## src/rtl/cla_adder_pipe.sv

```systemverilog
// -----------------------------------------------------------------------------
// cla_adder_pipe
//
// Two-stage pipelined carry-lookahead adder/subtractor with valid/ready
// handshakes on both sides and full backpressure.
//
//   Stage 1 registers the bit propagate/generate vectors, the per-group
//   (4-bit) group-generate/group-propagate terms and the carry into bit 0.
//   Stage 2 resolves the group carries with a two-level lookahead, derives
//   the in-group carries with the 4-bit lookahead equations and registers
//   the result.
//
// Parameters:
//   WIDTH      operand width, multiple of 4 and >= 4 (default 16)
//
// Ports:
//   clk        rising-edge clock
//   rst_n      asynchronous active-low reset
//   in_valid   operands valid            in_ready   operands accepted this cycle
//   a, b       operands                  carry_in   carry into bit 0 (add only)
//   sub        0: a+b+carry_in, 1: a-b
//   out_valid  result valid              out_ready  downstream accepts result
//   sum        result                    carry_out  carry out of the MSB
//                                                   (1 = no borrow on sub)
//
// Optional feature (macro CLA_OVERFLOW_FLAG_EN):
//   overflow   registered signed-overflow flag, carry into MSB ^ carry out
// -----------------------------------------------------------------------------
module cla_adder_pipe #(
   parameter int WIDTH = 16
) (
   input  logic             clk,
   input  logic             rst_n,
   input  logic             in_valid,
   output logic             in_ready,
   input  logic [WIDTH-1:0] a,
   input  logic [WIDTH-1:0] b,
   input  logic             carry_in,
   input  logic             sub,
   output logic             out_valid,
   input  logic             out_ready,
   output logic [WIDTH-1:0] sum,
   output logic             carry_out
`ifdef CLA_OVERFLOW_FLAG_EN
   ,
   output logic             overflow
`endif
);

   localparam int NGRP = WIDTH / 4;

   generate
      if ((WIDTH % 4 != 0) || (WIDTH < 4)) begin : g_bad_width
         $error("cla_adder_pipe: WIDTH must be a multiple of 4 and at least 4");
      end
   endgenerate

   // ---------------------------------------------------------------- handshake
   logic s1_v_q, s1_v_d;
   logic s2_v_q, s2_v_d;
   logic s1_adv, s2_adv;

   // Stage 2 can take the stage-1 item if it is empty or draining this cycle;
   // stage 1 can accept if empty or its item moves on. in_ready therefore
   // never depends on in_valid.
   assign s2_adv   = s1_v_q & (~s2_v_q | out_ready);
   assign in_ready = ~s1_v_q | s2_adv;
   assign s1_adv   = in_valid & in_ready;

   // NOTE: every variable assigned in an always_comb gets a default first, so
   // no path through the block leaves it unassigned and no latch is inferred.
   always_comb begin
      s1_v_d = s1_v_q;
      s2_v_d = s2_v_q;
      if (s1_adv)      s1_v_d = 1'b1;
      else if (s2_adv) s1_v_d = 1'b0;
      if (s2_adv)         s2_v_d = 1'b1;
      else if (out_ready) s2_v_d = 1'b0;
   end

   // ------------------------------------------------------------------ stage 1
   logic [WIDTH-1:0] b_eff, p_new, g_new;
   logic [WIDTH-1:0] p_q, p_d, g_q, g_d;
   logic [NGRP-1:0]  gg_q, gg_d, gp_q, gp_d;
   logic             c0_q, c0_d;

   // Subtraction is a + ~b + 1: invert b and force the carry in.
   assign b_eff = sub ? ~b : b;
   assign p_new = a ^ b_eff;
   assign g_new = a & b_eff;

   always_comb begin
      p_d  = p_q;
      g_d  = g_q;
      gg_d = gg_q;
      gp_d = gp_q;
      c0_d = c0_q;
      if (s1_adv) begin
         p_d  = p_new;
         g_d  = g_new;
         c0_d = sub | carry_in;
         for (int k = 0; k < NGRP; k++) begin
            gg_d[k] = g_new[4*k+3]
                    | (p_new[4*k+3] & g_new[4*k+2])
                    | (p_new[4*k+3] & p_new[4*k+2] & g_new[4*k+1])
                    | (p_new[4*k+3] & p_new[4*k+2] & p_new[4*k+1] & g_new[4*k]);
            gp_d[k] = &p_new[4*k +: 4];
         end
      end
   end

   // ------------------------------------------------------------------ stage 2
   logic [NGRP:0]    grp_c;
   logic [WIDTH-1:0] bit_c;

   // Group carries as flat sum-of-products:
   //   C[k+1] = GG[k] | GP[k]GG[k-1] | ... | GP[k..0]c0
   // The running product only builds each term; no carry feeds another.
   always_comb begin
      logic acc;
      logic run;
      grp_c    = '0;
      grp_c[0] = c0_q;
      for (int k = 0; k < NGRP; k++) begin
         acc = gg_q[k];
         run = gp_q[k];
         for (int j = k - 1; j >= 0; j--) begin
            acc = acc | (run & gg_q[j]);
            run = run & gp_q[j];
         end
         grp_c[k+1] = acc | (run & c0_q);
      end
   end

   // In-group carries: 4-bit lookahead seeded with the group carry.
   always_comb begin
      logic acc;
      logic run;
      bit_c = '0;
      for (int k = 0; k < NGRP; k++) begin
         bit_c[4*k] = grp_c[k];
         for (int i = 1; i < 4; i++) begin
            acc = g_q[4*k+i-1];
            run = p_q[4*k+i-1];
            for (int j = i - 2; j >= 0; j--) begin
               acc = acc | (run & g_q[4*k+j]);
               run = run & p_q[4*k+j];
            end
            bit_c[4*k+i] = acc | (run & grp_c[k]);
         end
      end
   end

   logic [WIDTH-1:0] sum_q, sum_d;
   logic             cout_q, cout_d;
`ifdef CLA_OVERFLOW_FLAG_EN
   logic             ovf_q, ovf_d;
`endif

   // Result registers only load on s2_adv, so they hold under a stall.
   always_comb begin
      sum_d  = sum_q;
      cout_d = cout_q;
`ifdef CLA_OVERFLOW_FLAG_EN
      ovf_d  = ovf_q;
`endif
      if (s2_adv) begin
         sum_d  = p_q ^ bit_c;
         cout_d = grp_c[NGRP];
`ifdef CLA_OVERFLOW_FLAG_EN
         ovf_d  = bit_c[WIDTH-1] ^ grp_c[NGRP];
`endif
      end
   end

   // ---------------------------------------------------------------- registers
   // NOTE: datapath registers are reset along with the valids: sum/carry_out
   // must read 0 after reset, and clearing stage 1 keeps it deterministic.
   always_ff @(posedge clk or negedge rst_n) begin
      if (!rst_n) begin
         s1_v_q <= 1'b0;
         s2_v_q <= 1'b0;
         p_q    <= '0;
         g_q    <= '0;
         gg_q   <= '0;
         gp_q   <= '0;
         c0_q   <= 1'b0;
         sum_q  <= '0;
         cout_q <= 1'b0;
`ifdef CLA_OVERFLOW_FLAG_EN
         ovf_q  <= 1'b0;
`endif
      end else begin
         // NOTE: non-blocking assignments so every flop samples pre-edge values.
         s1_v_q <= s1_v_d;
         s2_v_q <= s2_v_d;
         p_q    <= p_d;
         g_q    <= g_d;
         gg_q   <= gg_d;
         gp_q   <= gp_d;
         c0_q   <= c0_d;
         sum_q  <= sum_d;
         cout_q <= cout_d;
`ifdef CLA_OVERFLOW_FLAG_EN
         ovf_q  <= ovf_d;
`endif
      end
   end

   assign out_valid = s2_v_q;
   assign sum       = sum_q;
   assign carry_out = cout_q;
`ifdef CLA_OVERFLOW_FLAG_EN
   assign overflow  = ovf_q;
`endif

endmodule
```

## config.mk

```make
export PLATFORM = sky130hd
export DESIGN_NAME = cla_adder_pipe
export DESIGN_NICKNAME = d
export VERILOG_FILES = /design/src/rtl/cla_adder_pipe.sv
export SDC_FILE = /design/constraint.sdc
export NUM_CORES = 1
export LEC_CHECK = 0
export CORE_MARGIN = 10
export CORE_UTILIZATION = 47
export CTS_CLUSTER_SIZE = 40
export DETAILED_ROUTE_END_ITERATION = 10
export PLACE_DENSITY = 0.76
export SYNTH_ARGS = -nofsm -noshare
export SYNTH_HDL_FRONTEND = slang
export SYNTH_SLANG_ARGS = --single-unit
```

## constraint.sdc

```tcl
create_clock -name clk -period 1.6 [get_ports clk]
set_input_delay 0.32 -clock clk [delete_from_list [all_inputs] [get_ports clk]]
set_output_delay 0.32 -clock clk [all_outputs]
set_load 0.01 [all_outputs]
```

==> results.cfg, run 1 <==
[power_and_ir_drop]
p_int_uw = 3210
p_total_uw = 4680
swShare = 0.315
power_frac_seq = 0.433
peakVddDrop_mv = 0.561
power_density_nw_per_um2 = 1160
p_comb_frac = 0.368
p_leak_uw = 0.00192
p_switching_uw = 1470
p_clk_frac = 0.199

[floorplan]
fp.dieW_um = 99.5
rows = 28
initial_core_util = 0.493
io_pins = 57
die_h_um = 99.5
coreArea_sq_um = 6030
dieArea_sq_um = 9900

[clocking]
clock-sinks = 56
path_clk_slew_ns = 0.10
cts_root_buf = clkbuf_8
cts-buffers-inserted = 5
h-tree-depth = 2
cts_tree = yes
worst_skew_pair.late_latency_ns = 0.31
cts_buffer_depth = 2

[sta]
max_slew.worst_pin.slew_ns = 0.441
slew_viol_final = 0
setup_viol = 0
final_hold_viol_count = 0
finClkSkew_ns = 0.00311
fmax_mhz = 634
relSlewSlack = 0.706
setup_tns_ns = 0
period_share = 0.985
layout_min_cycle_time_ns = 1.58
rsz0062_at_grt = true

[setup_path]
critical_path_arrival_ns = 1.78
r2r_cells = 5
worst_r2r_endpoint = sum[14]
critical_path_class = in2reg
start_kind = primary input
r2r_slack_ns = 0.06
worstPathMaxFanout = 3
worstReg2RegStart = gg_q[1]
required_ns = 1.81
endpoint_kind = flop

[placed_design]
dpl.cell_count = 419
io_buffers = 56
gp_congestion = 0.838
dp_hpwl_um = 5410

[synth]
ys_async_sr_fraction = 1.00
synth_area_leaders = dfrtp_1, mux2_1, ha_1, xor2_1, nand2_1
synth_ff_type = dfrtp_1
yosysTopAreaCell = dfrtp_1
syn_avg_cell_area_sq_um = 11.1
syn_nets = 325
synth_edf_count = 0
synth_top_area_frac = 0.472
synth_seq_cells = 56
ys_seq_area_frac = 0.472
synthesis.area_sq_um = 2970
synth_warnings = 0
netlist_instances = 267
yosysUniqueCellTypes = 42

[cells_and_area]
multi_input_area_sq_um = 1520
area_growth_pct = 36.1
fillerInstances = 485
regArea_sq_um = 1400
nNetsFinal = 416
layout.cells.non_filler = 434
drive_above_1_share = 0.192
n_antenna_cell = 0

[routing]
initialDrtViolationCount = 72
ant_nets = 0
drc = 0
drtPass1Iterations = 4
wl_per_cell_um = 16.0
vias = 2294
drt_wl_total_um = 6930
vias_per_cell = 5.29

[grt]
grt_antenna_before_repair = 0
grt_first_pass_wirelength_um = 11400
overflow = 0
grt_max_degree = 23
grt_pass1_vias = 2431
grt_use_total = 0.138

[hold_path]
holdCritPathClass = in2async

[outcome]
status = finished clean

[run]
drv_cap = 0
through the flow:
step	hold slack (ns)	area [sq um]	utilization	setup slack (ns)
after floorplan	0.0244	3000	-	-0.0323
after global placement	0.288	3830	0.636	-0.444
after detailed placement	0.288	3830	0.636	-0.521
after CTS	0.486	3980	0.661	0.00471
after global routing	0.497	4040	0.671	-0.0641
final	0.472	4040	0.671	0.0234
area by class of cell:
type	count	area share
clock buffers	5	0.0170
clock inverters	3	0.0105
inverters	6	0.00557
multi-input cells	194	0.375
flip-flops and latches	56	0.347
well taps	75	0.0232
repair buffers	95	0.222
placed cells by master (no fill, tap or decap), types with 2 or more instances in the layout:
cell type	n
buf_6	2
nand4_1	5
buf_4	33
mux2i_1	3
inv_1	5
nand2_1	30
mux2_2	4
nand3_1	5
a211oi_1	3
a21oi_1	8
or2_2	2
dfrtp_1	55
o21ai_1	16
or4_1	4
nor2b_1	2
a21oi_2	3
nor2_1	7
o21ai_0	5
a21o_1	11
dlymetal6s2s_1	3
clkbuf_8	5
clkdlybuf4s50_1	50
o2111ai_1	3
xor2_1	20
ha_1	19
buf_12	3
mux2_1	24
cell usage after synthesis (all sizes together), types with 2 or more instances:
| cell type | instances |
|---|---|
| dfrtp | 56 |
| nand2 | 31 |
| mux2 | 28 |
| o21ai | 21 |
| ha | 20 |
| xor2 | 20 |
| a21o | 12 |
| a21oi | 11 |
| buf | 9 |
| nor2 | 8 |
| inv | 6 |
| nand3 | 5 |
| nand4 | 5 |
| a211oi | 4 |
| or4 | 4 |
| mux2i | 3 |
| nor2b | 3 |
| o2111ai | 3 |
| clkbuf | 2 |
| nand2b | 2 |
| or2 | 2 |
worst max-delay path: stages:
cell,delay (ns)
clkdlybuf4s50_1,0.44
xor2_1,0.18
ha_1,0.33
a21o_1,0.17
a21o_1,0.18
a21oi_2,0.11
o21ai_1,0.06
routing by layer:
layer	wire [um]	vias to the layer above	global-route usage
met2	3650	37	0.248
met1	2950	1122	0.157
met3	230	8	0.0284
met4	104	0	0.0496
met5	0	-	0
li1	-	1127	-
worst max path at each step:
stage	from	depth (start not counted)	slack, ns	endpoint
2_1_floorplan	sub	8	-0.03	gg_q[1]
3_3_place_gp	sub	8	-0.44	gg_q[2]
3_5_place_dp	sub	8	-0.52	gg_q[2]
4_1_cts	b[9]	7	0.005	gg_q[2]
5_1_grt	gp_q[0]	7	-0.06	sum[13]
6_report	b[13]	7	0.02	gg_q[3]
cells by family after synthesis:
kind of cell,Yosys count,synth area share
simple gates,64,0.109
mux,31,0.116
compound gates,58,0.127
flops,56,0.472
buf+inv,17,0.0299
xor+xnor,21,0.0619
fa+ha+maj,20,0.0842
timing repair:
action	CTS	global route
pin swaps	2	15
cloned	0	0
endpoints found under the setup margin	10	10
resized for setup	5	16
buffers inserted	3	3
endpoints found under the hold margin	15	0
hold buffers	1	0
flip-flops by register name, indices dropped and copies added (netlist names):
signal,flops
sum,16
carry_out,1
gg_q,4
gp_q,4
p_q,16
s1_v_q,1
g_q,12
out_valid,1
c0_q,1
power groups by stage:
stage          clock, uW  sequential (uW)  combinational [uW]
6_report             930             2030                1720
3_3_place_gp           0             2040                1620
4_1_cts              948             2030                1690
2_1_floorplan          0             2100                 757
5_1_grt             1000             2080                1900
3_5_place_dp           0             2060                1670
Note: power is estimated with default switching activity, not from simulation.
==> inputs of run 2 (changes only) <==
Settings changed: CORE_ASPECT_RATIO set to 2, SLEW_MARGIN set to 20.
==> run 2 against run 1 <==
Compared with the run above: total power up 3.7%; sequential share of layout area decreased by 0.56 points; via count increased by 0.78%; setup slack better by 0.00070 ns; global-route usage is 0.49 points higher; clock power up 18%; largest power group unchanged; die area up 2.0%; final cell count is 3.2% higher; sequential power is essentially flat; register-to-register slack got worse by 0.04 ns; non-clock buffer count up 3.
==> results.cfg, run 2 (synthesis results as in run 1) <==
[cells_and_area]
n_antenna_cell = 0
nNetsFinal = 419
final_common_cell = dfrtp_1
drive_above_1_share = 0.199
area_growth_pct = 38.3
layout.cells.non_filler = 448
layout_common_cells = dfrtp_1, clkdlybuf4s50_1, buf_4, nand2_1, mux2_1
fillerInstances = 478

[clocking]
clock-sinks = 56
path_clk_slew_ns = 0.07
cts-buffers-inserted = 5
cts_tree = yes
worst_skew_pair.late_latency_ns = 0.29
cts_root_buf = clkbuf_16
postCtsHoldBufs = 0
h-tree-depth = 2
cts_buffer_depth = 2

[outcome]
status = finished clean

[grt]
grt_max_degree = 57
grt_pass1_vias = 2506
grt_use_total = 0.143
grt_antenna_before_repair = 0
grt_first_pass_wirelength_um = 11900
overflow = 0

[setup_path]
cp_top_family = compound AO/OA/AOI/OAI gates
required_ns = 1.79
start_kind = flop
critical_path_class = reg2reg
critical_path_arrival_ns = 1.76
r2r_cells = 7
path_buf_inv = 1
worstReg2RegStart = gp_q[0]
slowest_delay_ns = 0.40
r2r_slack_ns = 0.02
worst_r2r_endpoint = sum[13]
crit_chain = a211oi_2 -> o21ba_2 -> inv_1 -> ha_1 -> nor2_2 -> xor2_1 -> o21ai_1
worstPathMaxFanout = 3
cp_slowest_cell = dfrtp_1
endpoint_kind = flop

[routing]
wl_per_cell_um = 15.7
drc = 0
initialDrtViolationCount = 107
vias_per_cell = 5.16
ant_nets = 0
vias = 2312
drtPass1Iterations = 4
drt_wl_total_um = 7040

[placed_design]
dpl.cell_count = 430
dp_hpwl_um = 5440
io_buffers = 56
gp_congestion = 0.831

[sta]
max_slew.worst_pin.slew_ns = 0.354
period_share = 0.985
rsz0062_at_grt = true
fmax_mhz = 635
relSlewSlack = 0.763
setup_viol = 0
slew_viol_final = 0
finClkSkew_ns = 0.00587
hold_slack_ns = 0.0159
layout_min_cycle_time_ns = 1.58
final_hold_viol_count = 0

[power_and_ir_drop]
p_total_uw = 4850
power_density_nw_per_um2 = 1180
peakVddDrop_mv = 0.815
p_leak_uw = 0.00196

[floorplan]
rows = 41
fp.dieW_um = 76.2
dieArea_sq_um = 10100
io_pins = 57
coreArea_sq_um = 6210
die_h_um = 132
initial_core_util = 0.479

[run]
drv_cap = 0

[hold_path]
holdCritPathClass = in2async
==> run 2: where the power goes <==
group          internal [uW]  switching (uW)  total, uW  leakage (uW)
Combinational            962             746       1710       0.00120
Clock                    618             483       1100     0.0000766
Sequential              1780             269       2040      0.000687
Total                   3360            1500       4850       0.00196
==> run 2: per-stage QoR <==
stage / setup TNS, ns / setup WS, ns / util / instance area, sq um
4_1_cts: 0 / 0.00326 / 0.649 / 4030
3_5_place_dp: -11.67 / -0.517 / 0.617 / 3830
3_3_place_gp: -10.37 / -0.451 / 0.617 / 3830
2_1_floorplan: -0.0647 / -0.0323 / - / 3000
5_1_grt: -0.0679 / -0.0497 / 0.662 / 4110
6_report: 0 / 0.0241 / 0.662 / 4110
==> run 2: how the worst max path moves through the flow <==
| stage | start | endpoint | slack [ns] | cells after the start |
|---|---|---|---|---|
| CTS | b[13] | gg_q[3] | 0.003 | 7 |
| global placement | sub | gg_q[3] | -0.45 | 8 |
| detailed placement | sub | gg_q[3] | -0.52 | 8 |
| floorplan | sub | gg_q[1] | -0.03 | 8 |
| global route | gp_q[0] | sum[13] | -0.05 | 7 |
| finish | gp_q[0] | sum[13] | 0.02 | 7 |
==> run 2: cell type report <==
| type | instances | area (sq um) | area share |
|---|---|---|---|
| clock buffers | 6 | 139 | 0.0338 |
| clock inverters | 2 | 10.0 | 0.00244 |
| multi-input cells | 194 | 1520 | 0.369 |
| well taps | 86 | 108 | 0.0262 |
| flip-flops and latches | 56 | 1400 | 0.341 |
| repair buffers | 98 | 910 | 0.221 |
| inverters | 6 | 22.5 | 0.00548 |
==> run 2: worst register-to-register path: stages, from the launching register on <==
cell,delay (ns)
dfrtp_1,0.40
a211oi_2,0.27
o21ba_2,0.20
inv_1,0.06
ha_1,0.18
nor2_2,0.10
xor2_1,0.18
o21ai_1,0.07
==> run 2: timing repair <==
action,4_1_cts,5_1_grt
pin swaps,3,15
gates resized for setup,7,14
setup endpoints to repair,12,9
cloned,0,0
buffers inserted,5,5
==> run 2: layer usage <==
layer / wire length [um] / vias up / track usage / share of wire
li1: - / 1138 / - / -
met1: 2910 / 1102 / 0.162 / 0.41
met2: 3660 / 60 / 0.249 / 0.52
met3: 324 / 12 / 0.0326 / 0.046
met4: 152 / 0 / 0.0593 / 0.022
met5: 0 / - / 0 / 0
==> inputs of run 3 (changes only) <==
Clock period 1.6 ns to 1.44 ns, I/O delays scaled along.
==> run 3 against run 2 <==
Compared with the run above: the run now ends with setup timing left; die area stayed put; combinational power is 26% higher; sequential power is 13% higher; setup slack worse by 0.15 ns; sequential cell count stayed put; sequential share of layout area is 2.8 points lower; clock power is 12% higher; global-route usage is 1.3 points higher; routed wire length is 25% higher; first-iteration DRC count is 50% higher; hold slack better by 0.42 ns; largest power group unchanged; highest routed layer unchanged.
==> results.cfg, run 3 (synthesis results as in run 1) <==
[setup_path]
endpoint_kind = flop
crit_cells = 7
cp_slowest_cell = dfrtp_1
crit_chain = a211oi_4 -> o21ba_4 -> inv_4 -> ha_4 -> nor2_4 -> xor2_1 -> o21ai_1
path_buf_inv = 1
required_ns = 1.63
r2r_cells = 7
critical_path_arrival_ns = 1.75
slowest_delay_ns = 0.43
start_kind = flop
worst_r2r_endpoint = sum[13]
critical_path_class = reg2reg
worstPathMaxFanout = 3
cp_top_family = compound AO/OA/AOI/OAI gates
worstReg2RegStart = c0_q
r2r_slack_ns = -0.13

[placed_design]
dp_hpwl_um = 5610
gp_congestion = 0.803
dpl.cell_count = 434
dpl_cell_area_sq_um = 3880
io_buffers = 56

[cells_and_area]
nNetsFinal = 433
final_cell_area_sq_um = 4480
layout_common_cells = dfrtp_1, buf_4, nand2_1, dlygate4sd2_1, clkdlybuf4s50_1
layout.cells.non_filler = 462
fin_util = 0.722
area_growth_pct = 50.8
n_antenna_cell = 0
drive_above_1_share = 0.322
final_common_cell = dfrtp_1

[floorplan]
dieArea_sq_um = 10100
die_h_um = 132
initial_core_util = 0.479
io_pins = 57
rows = 41
fp.dieW_um = 76.2
coreArea_sq_um = 6210

[grt]
grt_max_degree = 29
overflow = 0
grt_first_pass_wirelength_um = 12900
grt_antenna_before_repair = 0
grt_use_total = 0.156
grt_pass1_vias = 2678

[sta]
relSlewSlack = 0.726
final_hold_viol_count = 0
finClkSkew_ns = 0.00845
period_share = 1.09
slew_viol_final = 0
setup_viol = 8
setup_tns_ns = -0.511
layout_min_cycle_time_ns = 1.57
rsz0062_at_grt = true
setup_ws_ns = -0.128
fmax_mhz = 638
max_slew.worst_pin.slew_ns = 0.411

[clocking]
cts_buffer_depth = 2
h-tree-depth = 2
path_clk_slew_ns = 0.07
worst_skew_pair.late_latency_ns = 0.30
clock-sinks = 56
cts_tree = yes
cts_root_buf = clkbuf_16
cts-buffers-inserted = 5

[power_and_ir_drop]
peakVddDrop_mv = 0.891
p_leak_uw = 0.00217
power_density_nw_per_um2 = 1270
p_total_uw = 5690

[routing]
vias = 2503
ant_nets = 0
drt_wl_total_um = 8800
initialDrtViolationCount = 160
wl_per_cell_um = 19.1
drtPass1Iterations = 4
vias_per_cell = 5.42
drc = 0

[hold_path]
holdCritPathClass = in2reg
min_to = c0_q
min_path_cells = 4
hp-start = sub

[outcome]
violations = setup timing
status = finished with violations

[run]
drv_cap = 0
==> run 3: tightest hold or removal path, stage by stage <==
cell	delay, ns
buf_6	0.08
buf_6	0.14
nor2_1	0.06
o21ai_0	0.12
==> run 3: layer usage <==
layer | part of all wire | track usage
met1 | 0.39 | 0.172
met2 | 0.52 | 0.277
met3 | 0.040 | 0.0299
met4 | 0.054 | 0.0759
met5 | 0 | 0
==> run 3: area by class of cell <==
type | count | area (sq um)
sequential | 56 | 1400
multi-input combinational | 195 | 1730
inverter | 6 | 25.0
clock buffer | 8 | 146
fill | 418 | 1730
tap | 86 | 108
timing repair buffer | 111 | 1070
==> run 3: worst max path at each step <==
stage / slack [ns] / from / to
floorplan: -0.16 / sub / gg_q[1]
global placement: -0.57 / sub / gg_q[3]
detailed placement: -0.66 / sub / gg_q[1]
CTS: -0.11 / gp_q[0] / sum[13]
global route: -0.20 / gg_q[2] / sum[15]
finish: -0.13 / c0_q / sum[13]
==> run 3: timing repair <==
| item | 4_1_cts | 5_1_grt |
|---|---|---|
| cloned | 2 | 1 |
| gates resized for setup | 49 | 56 |
| endpoints found under the hold margin | 12 | 0 |
| endpoints found under the setup margin | 64 | 37 |
| hold buffers | 1 | 0 |
| pin swaps | 26 | 33 |
| buffers inserted | 7 | 10 |
==> run 3: metrics by stage <==
step                      hold WS (ns)  worst slack, ns
after floorplan               -0.00759           -0.160
after global placement           0.229           -0.571
after detailed placement         0.230           -0.656
after CTS                        0.452           -0.105
after global routing             0.495           -0.204
final                            0.431           -0.128
==> run 3: report_power, final <==
group,switching [uW],internal (uW)
Sequential,334,1970
Combinational,999,1150
Clock,536,695
==> patch (config.mk and constraints of run 2) <==
Build with the macro `CLA_OVERFLOW_FLAG_EN` defined.
--- a/src/rtl/cla_adder_pipe.sv
+++ b/src/rtl/cla_adder_pipe.sv
@@ -28,2 +28,4 @@
 // -----------------------------------------------------------------------------
+`define CLA_OVERFLOW_FLAG_EN
+
 module cla_adder_pipe #(
Function (old outputs only; new: overflow): kept (equiv_simple and equiv_induct, registers matched by name and starting in step).
==> patch against run 2 <==
- sequential power increased by 2%
- synthesized area increased by 2.5%
- power up 18%
- first-iteration DRC count grew 45%
- sequential cell count grew 1
- design area increased by 5.2%
- wire length up 8.4%
- setup slack worse by 0.012 ns
- non-clock buffer count down 5
- largest cell class unchanged
- largest power group unchanged
==> patch: results (changes against run 2) <==
* Worst R2R Path Depth at 7 (unchanged)
* Share of cells above drive strength 1 at 0.252 (+0.0531)
* Final Instance Count excl. Fillers at 459 (+2.5%)
* Post-synth top cells: dfrtp_1 (57), nand2_1 (31), mux2_2 (25), ha_1 (20), xor2_1 (20)
* Leakage at 2.05 nW (+4.5%)
* Crit Path Max Fanout at 3 (unchanged)
* Root buffer cell: clkbuf_16
* Critical path data arrival time at 1.80 ns (+0.04 ns)
* Synth unique cells at 44 (+4.8%)
* Worst Skew at 0.00702 ns (+0.00115 ns)
* Worst min path class: flop to flop
* Status: complete, no violations
* Placed insts at 434 (+0.93%)
* Max Root-Sink Buffers at 2 (unchanged)
* CP max stage delay at 0.42 ns (+0.02 ns)
* Mapped Avg Cell Area at 11.1 µm² (-0.46%)
* Num rows at 41 (unchanged)
* DP HPWL at 5630 µm (+3.4%)
* Drt wl/cell at 16.6 µm (+5.8%)
* Syn Nets at 333 (+2.5%)
* First-pass GRT wire length at 13,000 µm (+9.8%)
* Gr usage total at 0.160 (+0.0171)
* Clk pin slew, worst setup/hold paths at 0.05 ns (-0.02 ns)
* Clock Latency Late Sink at 0.33 ns (+0.04 ns)
* Largest net degree at the start of global routing at 58 (+1.8%)
* WHS Endpoint: sum[4]$_DFFE_PN0P_
* CTS Buf Count at 9 (+4)
* Number of vias per cell at 5.29 (+2.6%)
* Max-slew headroom at 0.743 (-0.0195)
* Antenna violations before repair at 0 (unchanged)
* Peak supply drop at 811 µV (-0.39%)
* Iter 0 DRT Violations at 155 (+45%)
* Seq/Total Area, Yosys at 0.468 (-0.00341)
* GP Congestion at 0.832 (about the same)
* Htree depth at 3 (+1)
* Area after DPL at 3900 µm² (+1.7%)
* Vias in the first global route at 2,674 (+6.7%)
* Area contributors post-synth: dfrtp_1 (47%), mux2_2 (9.2%), ha_1 (8.2%)
* Ant diodes at 0 (unchanged)
* Drt first pass iters at 4 (unchanged)
* Fillers at 507 (+6.1%)
* PortBufs at 57 (+1.8%)
[patch: metrics by stage]
| step | worst slack, ns | total power, mW | setup TNS (ns) | util | hold slack [ns] |
|---|---|---|---|---|---|
| floorplan | -0.0346 | 2.95 | -0.0693 | - | 0.0244 |
| global placement | -0.451 | 3.77 | -10.76 | 0.617 | 0.341 |
| detailed placement | -0.559 | 3.83 | -12.12 | 0.617 | 0.341 |
| CTS | -0.0203 | 5.71 | -0.0203 | 0.676 | 0.483 |
| global route | -0.0501 | 6.06 | -0.127 | 0.685 | 0.516 |
| finish | 0.0117 | 5.71 | 0 | 0.685 | 0.471 |
[patch: cell type report]
type,count,area (µm²),share of cell area
Inverter,5,18.8,0.00434
Sequential cell,57,1430,0.330
Clock buffer,14,284,0.0657
Timing Repair Buffer,93,906,0.210
Tap cell,86,108,0.0249
Multi-Input combinational cell,202,1570,0.363
Clock inverter,2,10.0,0.00232
[patch: kinds of logic after synthesis]
logic type / Yosys count / share of synthesized area
buf+inv: 16 / 0.0267
simple gates: 71 / 0.117
xor+xnor: 21 / 0.0604
compound gates: 59 / 0.132
flops: 57 / 0.468
mux: 31 / 0.113
fa+ha+maj: 20 / 0.0822
[patch: repair_timing]
action	in CTS	in global routing
pin swaps	1	21
endpoints found under the setup margin	13	11
hold endpoints to repair	31	0
cloned	1	0
buffers inserted	3	4
resized for setup	8	16
hold buffers	1	0
[patch: report_power, final]
part	switching [mW]	leakage [nW]	internal, mW
sequential	0.270	0.698	1.81
combinational	0.782	1.20	1.02
clock	0.617	0.149	1.21
total	1.67	2.05	4.04
[patch: metal layers]
layer | vias to the layer above | wire length, µm | GRT usage
met2 | 61 | 4350 | 0.290
met5 | - | 0 | 0
li1 | 1174 | - | -
met3 | 18 | 310 | 0.0395
met4 | 0 | 289 | 0.103
met1 | 1177 | 2680 | 0.155
